===== config.mk =====
export PLATFORM = sky130hd
export DESIGN_NAME = nyq_decim_fir
export DESIGN_NICKNAME = d
export VERILOG_FILES = /design/src/rtl/nyq_decim_fir_pkg.sv /design/src/rtl/nyq_decim_fir_mac.sv /design/src/rtl/nyq_decim_fir.sv
export SDC_FILE = /design/constraint.sdc
export NUM_CORES = 2
export LEC_CHECK = 0
export CAP_MARGIN = 20
export CORE_UTILIZATION = 35
export CTS_CLUSTER_SIZE = 30
export DETAILED_ROUTE_END_ITERATION = 7
export HOLD_SLACK_MARGIN = 0.03
export SLEW_MARGIN = 15
export SYNTH_ARGS = -nofsm -noshare
export SYNTH_HDL_FRONTEND = slang
export SYNTH_SLANG_ARGS = --single-unit
export TNS_END_PERCENT = 20

===== constraint.sdc =====
create_clock -name Clk_CI -period 28.5 [get_ports Clk_CI]
set_clock_uncertainty 0.05 [all_clocks]
set_input_delay 5.7 -clock Clk_CI [delete_from_list [all_inputs] [get_ports Clk_CI]]
set_output_delay 5.7 -clock Clk_CI [all_outputs]
set_load 0.01 [all_outputs]

===== src/rtl/nyq_decim_fir_pkg.sv =====
// Shared types and helpers for the decimating Nyquist FIR: FSM state, derived
// widths and the output round/saturate step.
package nyq_pkg;

  typedef enum logic {IDLE, MAC} state_t;

  function automatic int prod_width(input int in_w, input int coef_w);
    return in_w + coef_w;
  endfunction

  function automatic int idx_width(input int n);
    return (n > 1) ? $clog2(n) : 1;
  endfunction

  // Round half up by FRAC bits, then optionally clamp to an OW-bit signed range.
  function automatic logic signed [63:0] round_sat(input logic signed [63:0] acc,
                                                   input int frac, input int ow,
                                                   input logic sat);
    logic signed [63:0] r;
    logic signed [63:0] hi;
    logic signed [63:0] lo;
    r  = (acc + (64'sd1 <<< (frac - 1))) >>> frac;
    hi = (64'sd1 <<< (ow - 1)) - 64'sd1;
    lo = -(64'sd1 <<< (ow - 1));
    if (sat && (r > hi)) r = hi;
    else if (sat && (r < lo)) r = lo;
    return r;
  endfunction

endpackage


===== src/rtl/nyq_decim_fir_mac.sv =====
// Registered signed multiply-accumulate; sum is the value the next enabled edge loads.
module nyq_mac
  import nyq_pkg::*;
#(
  parameter int A_WIDTH   = 24,
  parameter int B_WIDTH   = 16,
  parameter int ACC_WIDTH = 48
) (
  input  logic                        clk,
  input  logic                        rst_n,
  input  logic                        clr,
  input  logic                        en,
  input  logic signed [A_WIDTH-1:0]   a,
  input  logic signed [B_WIDTH-1:0]   b,
  output logic signed [ACC_WIDTH-1:0] sum
);

  localparam int PW = prod_width(A_WIDTH, B_WIDTH);

  logic signed [PW-1:0]        a_ext;
  logic signed [PW-1:0]        b_ext;
  logic signed [PW-1:0]        prod;
  logic signed [ACC_WIDTH-1:0] acc;

  assign a_ext = {{B_WIDTH{a[A_WIDTH-1]}}, a};
  assign b_ext = {{A_WIDTH{b[B_WIDTH-1]}}, b};
  assign prod  = a_ext * b_ext;
  assign sum   = acc + {{(ACC_WIDTH-PW){prod[PW-1]}}, prod};

  always_ff @(posedge clk) begin
    if (!rst_n)   acc <= '0;
    else if (clr) acc <= '0;
    else if (en)  acc <= sum;
  end

endmodule


===== src/rtl/nyq_decim_fir.sv =====
// Decimating Nyquist FIR with a single time-multiplexed MAC.
// Define NYQ_DECIM_FIR_SAT_EN to saturate the output instead of wrapping it.
module nyq_decim_fir
  import nyq_pkg::*;
#(
  parameter int ADDR_WIDTH  = 5,
  parameter int MEM_WIDTH   = 32,
  parameter int IN_WIDTH    = 24,
  parameter int OUT_WIDTH   = 24,
  parameter int COEFF_WIDTH = 16,
  parameter int NUM_TAPS    = 32,
  parameter int DECIM       = 4,
  parameter int ACC_WIDTH   = 48,
  parameter int FRAC_BITS   = 15
) (
  input  logic                        Clk_CI,
  input  logic                        Rst_RBI,
  input  logic                        WrEn_SI,
  input  logic [ADDR_WIDTH-1:0]       Addr_DI,
  input  logic [MEM_WIDTH-1:0]        PAR_In_DI,
  input  logic                        NYQ_InValid_SI,
  output logic                        NYQ_InReady_SO,
  input  logic signed [IN_WIDTH-1:0]  NYQ_In_DI,
  output logic                        NYQ_OutValid_SO,
  output logic signed [OUT_WIDTH-1:0] NYQ_Out_DO
);

  localparam int IDX_WIDTH = idx_width(NUM_TAPS);
  localparam int PH_WIDTH  = idx_width(DECIM);
`ifdef NYQ_DECIM_FIR_SAT_EN
  localparam logic SAT_EN = 1'b1;
`else
  localparam logic SAT_EN = 1'b0;
`endif

  state_t                        state;
  logic [IDX_WIDTH-1:0]          idx;
  logic [PH_WIDTH-1:0]           phase;
  logic signed [COEFF_WIDTH-1:0] coef [NUM_TAPS];
  logic signed [IN_WIDTH-1:0]    dl   [NUM_TAPS];
  logic                          accept;
  logic                          group_done;
  logic                          last_tap;
  logic signed [ACC_WIDTH-1:0]   sum;
  logic signed [63:0]            sum_ext;
  logic signed [OUT_WIDTH-1:0]   y;
  logic                          unused_par;

  assign NYQ_InReady_SO = (state == IDLE) & Rst_RBI;
  assign accept         = NYQ_InValid_SI & NYQ_InReady_SO;
  assign group_done     = accept && (phase == PH_WIDTH'(DECIM - 1));
  assign last_tap       = (idx == IDX_WIDTH'(NUM_TAPS - 1));
  assign unused_par     = ^PAR_In_DI;

  // The final tap's product is folded in combinationally so the output lands
  // on the same edge as the last MAC step.
  nyq_mac #(
    .A_WIDTH   (IN_WIDTH),
    .B_WIDTH   (COEFF_WIDTH),
    .ACC_WIDTH (ACC_WIDTH)
  ) u_mac (
    .clk   (Clk_CI),
    .rst_n (Rst_RBI),
    .clr   (group_done),
    .en    (state == MAC),
    .a     (dl[idx]),
    .b     (coef[idx]),
    .sum   (sum)
  );

  assign sum_ext = {{(64-ACC_WIDTH){sum[ACC_WIDTH-1]}}, sum};
  assign y       = OUT_WIDTH'(round_sat(sum_ext, FRAC_BITS, OUT_WIDTH, SAT_EN));

  always_ff @(posedge Clk_CI) begin
    if (!Rst_RBI) begin
      for (int k = 0; k < NUM_TAPS; k++) coef[k] <= '0;
    end else if (WrEn_SI && ({1'b0, Addr_DI} < (ADDR_WIDTH+1)'(NUM_TAPS))) begin
      coef[Addr_DI[IDX_WIDTH-1:0]] <= PAR_In_DI[COEFF_WIDTH-1:0];
    end
  end

  always_ff @(posedge Clk_CI) begin
    if (!Rst_RBI) begin
      for (int k = 0; k < NUM_TAPS; k++) dl[k] <= '0;
    end else if (accept) begin
      for (int k = NUM_TAPS - 1; k > 0; k--) dl[k] <= dl[k-1];
      dl[0] <= NYQ_In_DI;
    end
  end

  always_ff @(posedge Clk_CI) begin
    if (!Rst_RBI) begin
      state           <= IDLE;
      phase           <= '0;
      idx             <= '0;
      NYQ_Out_DO      <= '0;
      NYQ_OutValid_SO <= 1'b0;
    end else begin
      NYQ_OutValid_SO <= 1'b0;
      case (state)
        IDLE: begin
          if (accept) begin
            phase <= group_done ? '0 : phase + 1'b1;
            if (group_done) begin
              state <= MAC;
              idx   <= '0;
            end
          end
        end
        MAC: begin
          idx <= idx + 1'b1;
          if (last_tap) begin
            idx             <= '0;
            NYQ_Out_DO      <= y;
            NYQ_OutValid_SO <= 1'b1;
            state           <= IDLE;
          end
        end
        default: state <= IDLE;
      endcase
    end
  end

endmodule


==> results.py <==
metrics = {
    "worst_setup_path": {
        "cpMostUsedCell": "fa_1",
        "crit_fanout": 45,
        "ff2ff_path_depth": 40,
        "reg2reg_to": "NYQ_Out_DO[23]",
        "crit_path_end": "NYQ_Out_DO[23]",
        "worst_ep_arrival_time_ns": 14.39,
        "cp_slowest_stage_delay_ns": 0.85,
        "r2r_slack_ns": 14.77,
        "slowest_stage": "buf_4",
        "end_kind": "flop",
        "critical_path.startpoint_type": "flop",
        "setup.worst_path.class": "flop to flop",
        "required_ns": 29.16,
    },
    "sta": {
        "hold_slack_ns": 0.412,
        "worst_slew_pin_slew_ns": 1.23,
        "setup_tns_ns": 0,
        "fin_crit_sh": 0.482,
        "finalWorstPathRequiredPeriod_ns": 13.73,
        "rsz0062_at_grt": "false",
        "slew_viol_final": 0,
        "relSlewSlack": 0.182,
        "hold_viol_final": 0,
        "finalSetupViolCount": 0,
        "fmax_mhz": 72.8,
    },
    "power": {
        "leakagePower_nw": 34.2,
        "power.density_nw_per_um2": 103,
        "ir_drop_mv": 0.190,
    },
    "global_routing": {
        "grt_use_total": 0.164,
        "grt_max_degree": 285,
        "grt_pass1_wl_um": 280000,
        "grt-ovfl-total": 0,
        "antenna_found_initial": 11,
        "grt_pass1_vias": 46000,
    },
    "synth": {
        "ys_ff_latch": 1357,
        "yosys_warnings": 0,
        "avgSynthCellArea_um2": 13.5,
        "synthFlopType": "edfxtp_1",
        "synthCells": 5668,
        "syn_area_um2": 76300,
        "synth-edff-count": 1280,
        "synth_top_cell_area_share": 0.504,
        "synth.area.top_cells": "edfxtp_1 (50%), mux4_2 (12%), fa_1 (9.7%)",
        "synth.net_count": 6241,
        "synthArstFlopShare": 0,
        "synth_seq_area_share": 0.524,
        "synth.distinct_cells": 81,
        "yosysTopAreaCell": "edfxtp_1",
    },
    "clock_tree": {
        "cts_tree": "built",
        "cts_setup_buffers": 0,
        "path_clk_slew_ns": 0.06,
        "cts_resized": 0,
        "numCtsBuffers": 152,
        "clock_latency_ns": 0.81,
        "htree_levels": 4,
        "clock-sinks": 1357,
        "cts_root_buffer": "clkbuf_16",
        "cts_hold_buf": 0,
        "clockBufferDepth": 3,
    },
    "place": {
        "dpl.hpwl_um": 112000,
        "place.gp.congestion": 0.860,
        "numPortBuffers": 74,
    },
    "detailed_routing": {
        "antenna_left": 0,
        "firstDrtPassIters": 5,
        "wl_per_cell_um": 21.0,
        "vias_per_cell": 5.25,
        "routed_wl_um": 180000,
        "drcViolationCount": 0,
        "drt-initial-drc-count": 4491,
        "num_vias": 45000,
    },
    "floorplan": {
        "start_util": 0.352,
        "num_rows": 171,
        "coreArea_um2": 217000,
        "io_pins": 91,
        "die_area_um2": 220000,
        "dieWidth_um": 469,
        "die_h_um": 469,
    },
    "final_layout": {
        "final_common_cell": "edfxtp_1",
        "nFillCells": 20300,
        "syn_to_final_growth_pct": 11.3,
        "fin_util": 0.392,
        "layout_common_cells": "edfxtp_1 (1280), and3_1 (775), and2_1 (523)",
        "drive_gt1_frac": 0.140,
        "final_nets": 6168,
    },
    "outcome": {
        "outcome": "finished, final reports clean",
    },
    "min_path": {
        "worstHoldPathCells": 2,
        "min_path_type": "flop to flop",
    },
    "run": {
        "max_cap_violations": 0,
    },
}
layer usage:
layer,routed length [um],vias to the layer above,track usage
li1,-,20200,-
met1,83300,23200,0.242
met2,80500,1358,0.248
met3,12200,218,0.0294
met4,3730,4,0.0434
met5,27,-,0
logic make-up after synthesis:
kind of cell | count (synthesis) | synth area share
XOR/XNOR | 99 | 0.0115
adder cells (fa/ha/maj) | 508 | 0.120
multiplexers | 475 | 0.127
AND/OR/NAND/NOR | 2036 | 0.148
buffers and inverters | 906 | 0.0455
AO/OA/AOI/OAI | 287 | 0.0255
flip-flops | 1357 | 0.524
sequential cells by signal, summed over array words and instances (netlist names), named ones only:
signal,flops
u_mac.acc,39
coef,512
dl,768
state,1
phase,2
NYQ_OutValid_SO,1
NYQ_Out_DO,24
idx,5
synth_stat cells (15+ instances only):
master    count
nor2b_1      15
and3_1      775
mux2_2       16
and2_1      523
dfxtp_1      77
xor2_1       38
xnor2_1      60
nand2_1     266
o21ai_0      71
mux2i_1      68
nor3_1       19
a211oi_1     22
buf_2        43
edfxtp_1   1280
nor2_1      340
inv_1       480
ha_1        139
clkbuf_1    370
a21oi_1      70
mux4_2      390
a21o_1       25
fa_1        369
nand3_1      23
worst min-delay path by stage:
stage                   start        endpoint
2_1_floorplan        phase[1]        phase[1]
3_3_place_gp   NYQ_Out_DO[19]  NYQ_Out_DO[19]
3_5_place_dp    NYQ_Out_DO[0]   NYQ_Out_DO[0]
4_1_cts         NYQ_Out_DO[0]   NYQ_Out_DO[0]
5_1_grt         NYQ_Out_DO[0]   NYQ_Out_DO[0]
6_report        NYQ_Out_DO[2]   NYQ_Out_DO[2]
area by class of cell:
type	instances	area (um2)	share of cell area
clock buffer	208	4130	0.0486
tap	2854	3570	0.0420
multi-input combinational	3405	33000	0.388
timing repair buffer	198	1840	0.0217
inverter	481	1810	0.0213
sequential	1357	40000	0.471
clock inverter	62	606	0.00713
antenna	1	2.50	0.0000295
through the flow:
step | cells | setup slack [ns] | power, mW | instance area [um2]
after floorplan | 5668 | 2.28 | 5.89 | 76300
after global placement | 8276 | 14.44 | 6.79 | 80000
after detailed placement | 8278 | 14.39 | 6.86 | 80000
after CTS | 8548 | 14.37 | 8.79 | 84700
after global routing | 8566 | 13.73 | 9.40 | 85000
final | 8566 | 14.77 | 8.75 | 85000
worst max-delay path, delay by kind of cell (launching register included):
| kind | cells | cell delay (ns) |
|---|---|---|
| compound gates | 10 | 2.50 |
| xor+xnor | 3 | 0.86 |
| fa+ha+maj | 8 | 3.75 |
| buf+inv | 9 | 3.17 |
| flops | 1 | 0.56 |
| mux | 3 | 1.29 |
| simple gates | 7 | 1.27 |
report_power, final:
group | switching, mW | leakage [nW] | internal, mW | total, mW
clock network | 0.812 | 2.30 | 1.08 | 1.89
logic | 2.79 | 17.9 | 1.72 | 4.51
registers | 0.0445 | 14.0 | 2.30 | 2.34
No activity file was read; power rests on OpenSTA's default activity.
